**src/rtl/proc_feeder.sv**
```systemverilog
// rtl/proc_feeder.sv - program-memory instruction sequencer for the core DIN/Run/Done port
//
// Purpose: holds a loadable 2^AW x 16 program memory. Issues each instruction
// on DIN with a one-cycle Run strobe. Keeps the mvi immediate on DIN while
// waiting for Done, then advances PC. A watchdog moves to an error state when
// the core never answers.
//
// Ports:
//   Clock, Reset        rising-edge clock, synchronous active-high reset
//   Start               begin execution at address 0 (IDLE/HALT/ERR only)
//   LdEn/LdAddr/LdData  program memory write port (IDLE/HALT/ERR only)
//   ProgLen             program length in words, 0..2^AW
//   Done                instruction-complete strobe from the core
//   DIN, Run            instruction/immediate word and issue strobe to the core
//   PC                  address of the current instruction
//   Busy/Halted/Error   status decoded from the state register
module proc_feeder #(
  parameter int AW      = 5,
  parameter int TIMEOUT = 15
) (
  input  logic          Clock,
  input  logic          Reset,
  input  logic          Start,
  input  logic          LdEn,
  input  logic [AW-1:0] LdAddr,
  input  logic [15:0]   LdData,
  input  logic [AW:0]   ProgLen,
  input  logic          Done,
  output logic [15:0]   DIN,
  output logic          Run,
  output logic [AW:0]   PC,
  output logic          Busy,
  output logic          Halted,
  output logic          Error
);

  localparam int WDW = (TIMEOUT < 2) ? 1 : $clog2(TIMEOUT + 1);

  typedef enum logic [2:0] {
    S_IDLE,
    S_ISSUE,
    S_WAIT,
    S_HALT,
    S_ERR
  } state_e;

  state_e         state_q, state_d;
  logic [AW:0]    pc_q, pc_d;
  logic [WDW-1:0] wd_q, wd_d;
  logic [15:0]    mem_q [2**AW];

  logic [AW-1:0]  rd_addr;
  logic [AW-1:0]  imm_addr;
  logic [15:0]    cur_word;
  logic [15:0]    imm_word;
  logic [AW:0]    pc_step;
  logic [AW:0]    pc_next;
  logic [WDW-1:0] wd_inc;
  logic           load_ok;

  // The immediate address wraps inside the memory, so an mvi in the last
  // word takes its operand from address 0.
  assign rd_addr  = pc_q[AW-1:0];
  assign imm_addr = rd_addr + AW'(1);
  assign cur_word = mem_q[rd_addr];
  assign imm_word = mem_q[imm_addr];

  assign pc_step  = (cur_word[15:13] == 3'b001) ? (AW+1)'(2) : (AW+1)'(1);
  assign pc_next  = pc_q + pc_step;
  assign wd_inc   = wd_q + WDW'(1);

  assign load_ok  = (state_q == S_IDLE) || (state_q == S_HALT) || (state_q == S_ERR);

  always_ff @(posedge Clock) begin
    if (LdEn && load_ok) begin
      mem_q[LdAddr] <= LdData;
    end
  end

  always_ff @(posedge Clock) begin
    if (Reset) begin
      state_q <= S_IDLE;
      pc_q    <= '0;
      wd_q    <= '0;
    end else begin
      state_q <= state_d;
      pc_q    <= pc_d;
      wd_q    <= wd_d;
    end
  end

  always_comb begin
    state_d = state_q;
    pc_d    = pc_q;
    wd_d    = wd_q;
    case (state_q)
      S_IDLE, S_HALT, S_ERR: begin
        if (Start) begin
          pc_d    = '0;
          state_d = (ProgLen == '0) ? S_HALT : S_ISSUE;
        end
      end
      S_ISSUE: begin
        // Done seen while issuing belongs to nothing we issued; ignore it.
        state_d = S_WAIT;
        wd_d    = '0;
      end
      S_WAIT: begin
        // Done takes priority over the watchdog expiring in the same cycle.
        if (Done) begin
          pc_d    = pc_next;
          state_d = (pc_next >= ProgLen) ? S_HALT : S_ISSUE;
        end else begin
          wd_d = wd_inc;
          if (wd_inc == WDW'(TIMEOUT)) begin
            state_d = S_ERR;
          end
        end
      end
      default: begin
        state_d = S_IDLE;
      end
    endcase
  end

  always_comb begin
    DIN = 16'h0000;
    case (state_q)
      S_ISSUE: DIN = cur_word;
      S_WAIT:  DIN = imm_word;
      default: DIN = 16'h0000;
    endcase
  end

  assign Run    = (state_q == S_ISSUE);
  assign Busy   = (state_q == S_ISSUE) || (state_q == S_WAIT);
  assign Halted = (state_q == S_HALT);
  assign Error  = (state_q == S_ERR);
  assign PC     = pc_q;

endmodule

```
**config.mk**
```make
export PLATFORM = sky130hd
export DESIGN_NAME = proc_feeder
export DESIGN_NICKNAME = d
export VERILOG_FILES = /design/src/rtl/proc_feeder.sv
export SDC_FILE = /design/constraint.sdc
export NUM_CORES = 1
export LEC_CHECK = 0
export CAP_MARGIN = 25
export CORE_MARGIN = 3
export CORE_UTILIZATION = 40
export DETAILED_ROUTE_END_ITERATION = 7
export PLACE_DENSITY_LB_ADDON = 0.1
export SLEW_MARGIN = 20
export SYNTH_ARGS = -nofsm -noshare
export SYNTH_HDL_FRONTEND = slang
export SYNTH_SLANG_ARGS = --single-unit
```
**constraint.sdc**
```tcl
create_clock -name Clock -period 3.12 [get_ports Clock]
set_input_delay 0.78 -clock Clock [delete_from_list [all_inputs] [get_ports Clock]]
set_output_delay 0.78 -clock Clock [all_outputs]
set_load 0.1 [all_outputs]
```
# Word-level counts from Yosys, hierarchy flattened

Memories as Yosys holds them, arrays and structs flattened. A register that Yosys moved wholly into a read port is not among the register bits.
Index checks and enable logic that the tools add are counted.

Multiplexer cells: 17
Reduce and logical (&&, ||, !) cells: 12
Order comparisons: 1
Eq/ne operators: 10
$add $sub $neg: 3

Operators with widths:

| kind                                           | count |
|---|---|
| case mux 16 bit (2 select lines)               | 1 |
| 2-to-1 mux 6 bit                               | 2 |
| case mux 6 bit (2 select lines)                | 1 |
| 2-to-1 mux 5 bit                               | 2 |
| 2-to-1 mux 3 bit                               | 3 |
| case mux 3 bit (3 select lines)                | 1 |
| case mux 4 bit (2 select lines)                | 1 |
| adder 6 x 2 -> 6 bit                           | 1 |
| == test 3 x 1 -> 1 bit (second input constant) | 2 |
| == test 3 x 2 -> 1 bit (second input constant) | 2 |
| >= comparator 6 bit                            | 1 |
| logical NOT 6 bit                              | 1 |
| 2-to-1 mux 2 bit                               | 3 |
| != test 2 bit (second input constant)          | 3 |
| adder 5 x 1 -> 5 bit (second input constant)   | 1 |
| adder 4 x 1 -> 4 bit (second input constant)   | 1 |
| == test 4 bit (second input constant)          | 1 |
| 2-to-1 mux 4 bit                               | 1 |
| AND reduction 2 bit                            | 2 |
| nonzero test 2 bit                             | 2 |
| == test 3 bit (second input constant)          | 1 |
| logical NOT 3 bit                              | 1 |
| logical OR 1 bit                               | 3 |
| != test 3 bit (second input constant)          | 1 |
| 4 further kinds                                | 5 |

Output and inout port bits: 26
Memories: 1
Logic and storage cells: 47
Memory bits (writable): 512
Flip-flop bits (word level): 13

Memory list:

| memory | depth | width | rd ports | clocked after Yosys merged registers in | wr ports | RTL line | text |
|---|---|---|---|---|---|---|---|
| mem_q  | 32    | 16    | 2        | 1                                       | 1        | 50       | `logic [15:0] mem_q [2**AW];` |

# Longest topological paths before layout

Word-level depth: 7
Gate-level depth with buffers: 20
Mapped depth without buffers: 16

# Least setup slack after synthesis

No wires, ideal clock.

Path type: flip-flop to output port
From: register pc_q[1] (netlist: PC[1])
To: output DIN[14]
Stages on the path, launching flop included: 9
Path buffers: 2
Data required time: 2.340 ns
Arrival: 3.589 ns
Path slack: -1.249 ns
Cells stage by stage: dfxtp_1 > ha_1 > buf_2 > buf_2 > mux4_2 > mux2i_1 > nand3_1 > nand4_1 > o21ai_0

Word-level cells in the longest chain between the ends: 3

Ends and longest elaborated chain:

| element                          | RTL line | text |
|---|---|---|
| start, declared                  | 48       | `logic [AW:0] pc_q, pc_d;` |
| start signal, assigned           | 87       | `pc_q <= pc_d;` |
| adder 5 x 1 -> 5 bit             | 64       | `assign imm_addr = rd_addr + AW'(1);` |
| memory read (32 x 16 bit)        | n/a      |  |
| case mux 16 bit (2 select lines) | 128      | `case (state_q)` |
| end, declared                    | 29       | `output logic [15:0] DIN,` |

Every way passes these cells.

==> impl_results.md <==
* Status: finished with violations
* Failing checks: setup timing
* Startpoint types: register
* Max H-tree Level at 2
* Vias at between 15000 and 20000
* Share of cells above drive strength 1 at 0.4260
* First-pass GRT wire length at ~110000 µm
* Worst path arrival time at a little over 3 ns
* List of most frequent post-synthesis cells: edfxtp_1 (512), mux4_2 (257), nand2_1 (128), mux2i_1 (76), nor2_1 (54)
* Required @ worst endpoint at between 2 and 2.5 ns
* I/O Buffers at 57
* Cell mode on critical path: buf_12
* Cell count after placement at roughly 2400
* Initial antenna violation count at 0
* Power Dens Cells at 524.5 nW/µm²
* Antenna-violating nets left at 0
* Area contributors post-synth: edfxtp_1 (61%), mux4_2 (23%), mux2i_1 (3.0%), nand2_1 (1.9%), dfxtp_1 (1.4%)
* Slowest cell on crit path: mux4_2
* Relative slew slack at 0.5029
* Post-synthesis sequential area ratio at 0.6259
* Area grow syn2layout at 25.99%
* TritonRoute pass-1 iters at 5
* Detailed Route WL at 79060 µm
* Mapped Area at around 25000 µm²
* Setup total negative slack at -10.18 ns
* Post-synth ARST share at 0
* DRT iter0 DRCs at 1608
* Worst-margin pin slew at 0.7434 ns
* Top cell type's share of synthesized area at 0.6116
* Yosys reg bits at 530
* Total CTS buffers at 57
* Area of the multi-input gates at between 9000 and 10000 µm²
* # rows at 91
* Max_cap viols at 0
* Syn nets at roughly 1400
* Hold buffers post-CTS at 0
* Synth Flop Type: edfxtp_1
* CTS tree: built
* Hold slack at a little over 0.5 ns
* Io pins at 58
* Worst setup margin at -0.6828 ns
* Residual DRC at 0
* Hold Path Class: register to register
* Critical Path Sink Type: primary output
* Post-DR vias/cell at just under 6
* Achievable frequency at between 200 and 300 MHz
* GPL Wtd Cong at about 0.83
* Chip width at 256.7 µm
* EDFF count, synth at 512
* DP HPWL at ~50000 µm
* Largest net degree at the start of global routing at 38
* Initial core utilization at 0.4059
* Maximum clock insertion buffer count at 3
* Clock sink count at 530
* Post-synth cell types at 51
* Skew final at ~0.025 ns
* Final number of max-transition violations at 0
* Top-count cell post-synth: edfxtp_1
* Tmin final at around 3.8 ns
* Final hold vios at 0
* Clk root buf: clkbuf_16
* Crit-path cells: buf_12, buf_12, buf_16, mux4_2, mux4_2, o211ai_1, nand2_4, buf_12
* Sequential Area at 15760 µm²
* Synth Instances at between 1000 and 1500
* Core Region at around 62000 µm²
* Crit path buf inv count at 4
* Clock Latency Late Sink at roughly 0.63 ns
* Lkg Pwr at between 9 and 10 nW
* Leading area contributor after synthesis: edfxtp_1
* # diodes at 0
* Crit Path Class: register to primary output
* Nets at approximately 1700
* Clock Pin Slew Worst Setup and Hold Paths at about 0.06 ns
* Gr usage total at 0.2402
* Finished Layout Cells at 2534
* Post-DR wirelength/cell at between 30 and 40 µm
* RSZ-0062 raised after global routing: yes
* Fillers at just over 5000
* Peak supply drop at 468.6 µV
* Worst-path fanout max at 12
* Final period util at 1.219
* Crit-path max cell delay at around 0.51 ns
* Die Y at between 200 and 300 µm
* Synth warnings at 0
* CP delay by family, top: multiplexers
* Die area at roughly 66000 µm²
* GR Overflow Total at 0
* Avg Cell Area, Syn at around 18 µm²
* Vias in the first global route at around 16000
* # setup viols final at 17
report_power, final:
| group | internal (W) | total, W | switching [W] |
|---|---|---|---|
| Clock | 0.00414 | 0.00713 | 0.00300 |
| Combinational | 0.000667 | 0.00161 | 0.000942 |
| Sequential | 0.00785 | 0.00787 | 0.0000259 |
tightest hold or removal path, delay by kind of cell, from the launching register on:
family | cells | cell delay, ns
AO/OA/AOI/OAI | 1 | 0.05
flip-flops | 1 | 0.33
AND/OR/NAND/NOR | 1 | 0.07
worst paths after layout:
path	from	to	slack [ns]	depth (start not counted)
max	register	DIN[4]	-0.68	8
min	wd_q[3]	wd_q[3]	0.51	2
max reg2reg	register	state_q[1]	-0.41	19
min reg2reg	wd_q[3]	wd_q[3]	0.51	2
flip-flops by register name (all words and copies together) (netlist names), named ones only:
register  cells
state_q       3
mem_q       512
PC            6
wd_q          4
stage by stage:
| step | total power [W] | setup WS, ns | instance area, µm² | utilization |
|---|---|---|---|---|
| floorplan | 0.008863 | -0.2580 | 25330 | - |
| global placement | 0.009533 | -0.3719 | 28700 | 0.4634 |
| detailed placement | 0.009536 | -0.3970 | 28700 | 0.4634 |
| CTS | 0.01673 | -0.7352 | 31490 | 0.5084 |
| global route | 0.01713 | -0.7474 | 31670 | 0.5114 |
| finish | 0.01661 | -0.6828 | 31670 | 0.5114 |
metal layers:
metal / track usage / up-vias / part of all wire
li1: - / 6347 / -
met1: 0.3323 / 8126 / 0.42
met2: 0.4103 / 549 / 0.50
met3: 0.03072 / 97 / 0.057
met4: 0.05228 / 0 / 0.020
met5: 0 / - / 0
final cells by class:
cell class	instances	share of cell area
Tap cell	837	0.03306
Sequential cell	530	0.4976
Multi-Input combinational cell	753	0.2932
Clock buffer	62	0.04563
Clock inverter	43	0.01675
Timing Repair Buffer	296	0.1122
Inverter	13	0.001541
what timing repair did:
item | in CTS | in global routing
buffers inserted | 26 | 13
gates resized for setup | 59 | 45
setup endpoints to repair | 21 | 26
pin swaps | 18 | 41
cloned | 10 | 0
cell families after synthesis:
family                   synth area share
flip-flops                         0.6259
multiplexers                       0.2605
AND/OR/NAND/NOR                   0.05246
buffers and inverters             0.02155
AO/OA/AOI/OAI                     0.02921
adder cells (fa/ha/maj)          0.006271
XOR/XNOR                         0.004131
layout by cell type, fill, tap and decap left out, types with 8 or more instances in the layout:
cell,Yosys,layout
nand4_1,15,15
bufinv_16,0,9
nand2_2,0,8
dfxtp_1,18,10
nor2_1,54,21
nand2_4,0,13
nor2_2,0,33
o211ai_1,9,9
nand2b_1,8,8
nand2_1,128,107
nand3_1,52,52
o21ai_0,22,16
inv_1,12,10
clkinv_2,0,8
mux4_2,257,257
buf_12,0,75
a21oi_1,19,15
buf_6,3,13
clkinvlp_4,0,12
clkdlybuf4s50_1,0,31
buf_4,9,160
edfxtp_1,512,512
mux2i_2,0,11
ha_1,11,8
a22oi_1,17,15
clkbuf_16,0,57
mux2i_1,76,63
(Power assumes the default switching activity.)
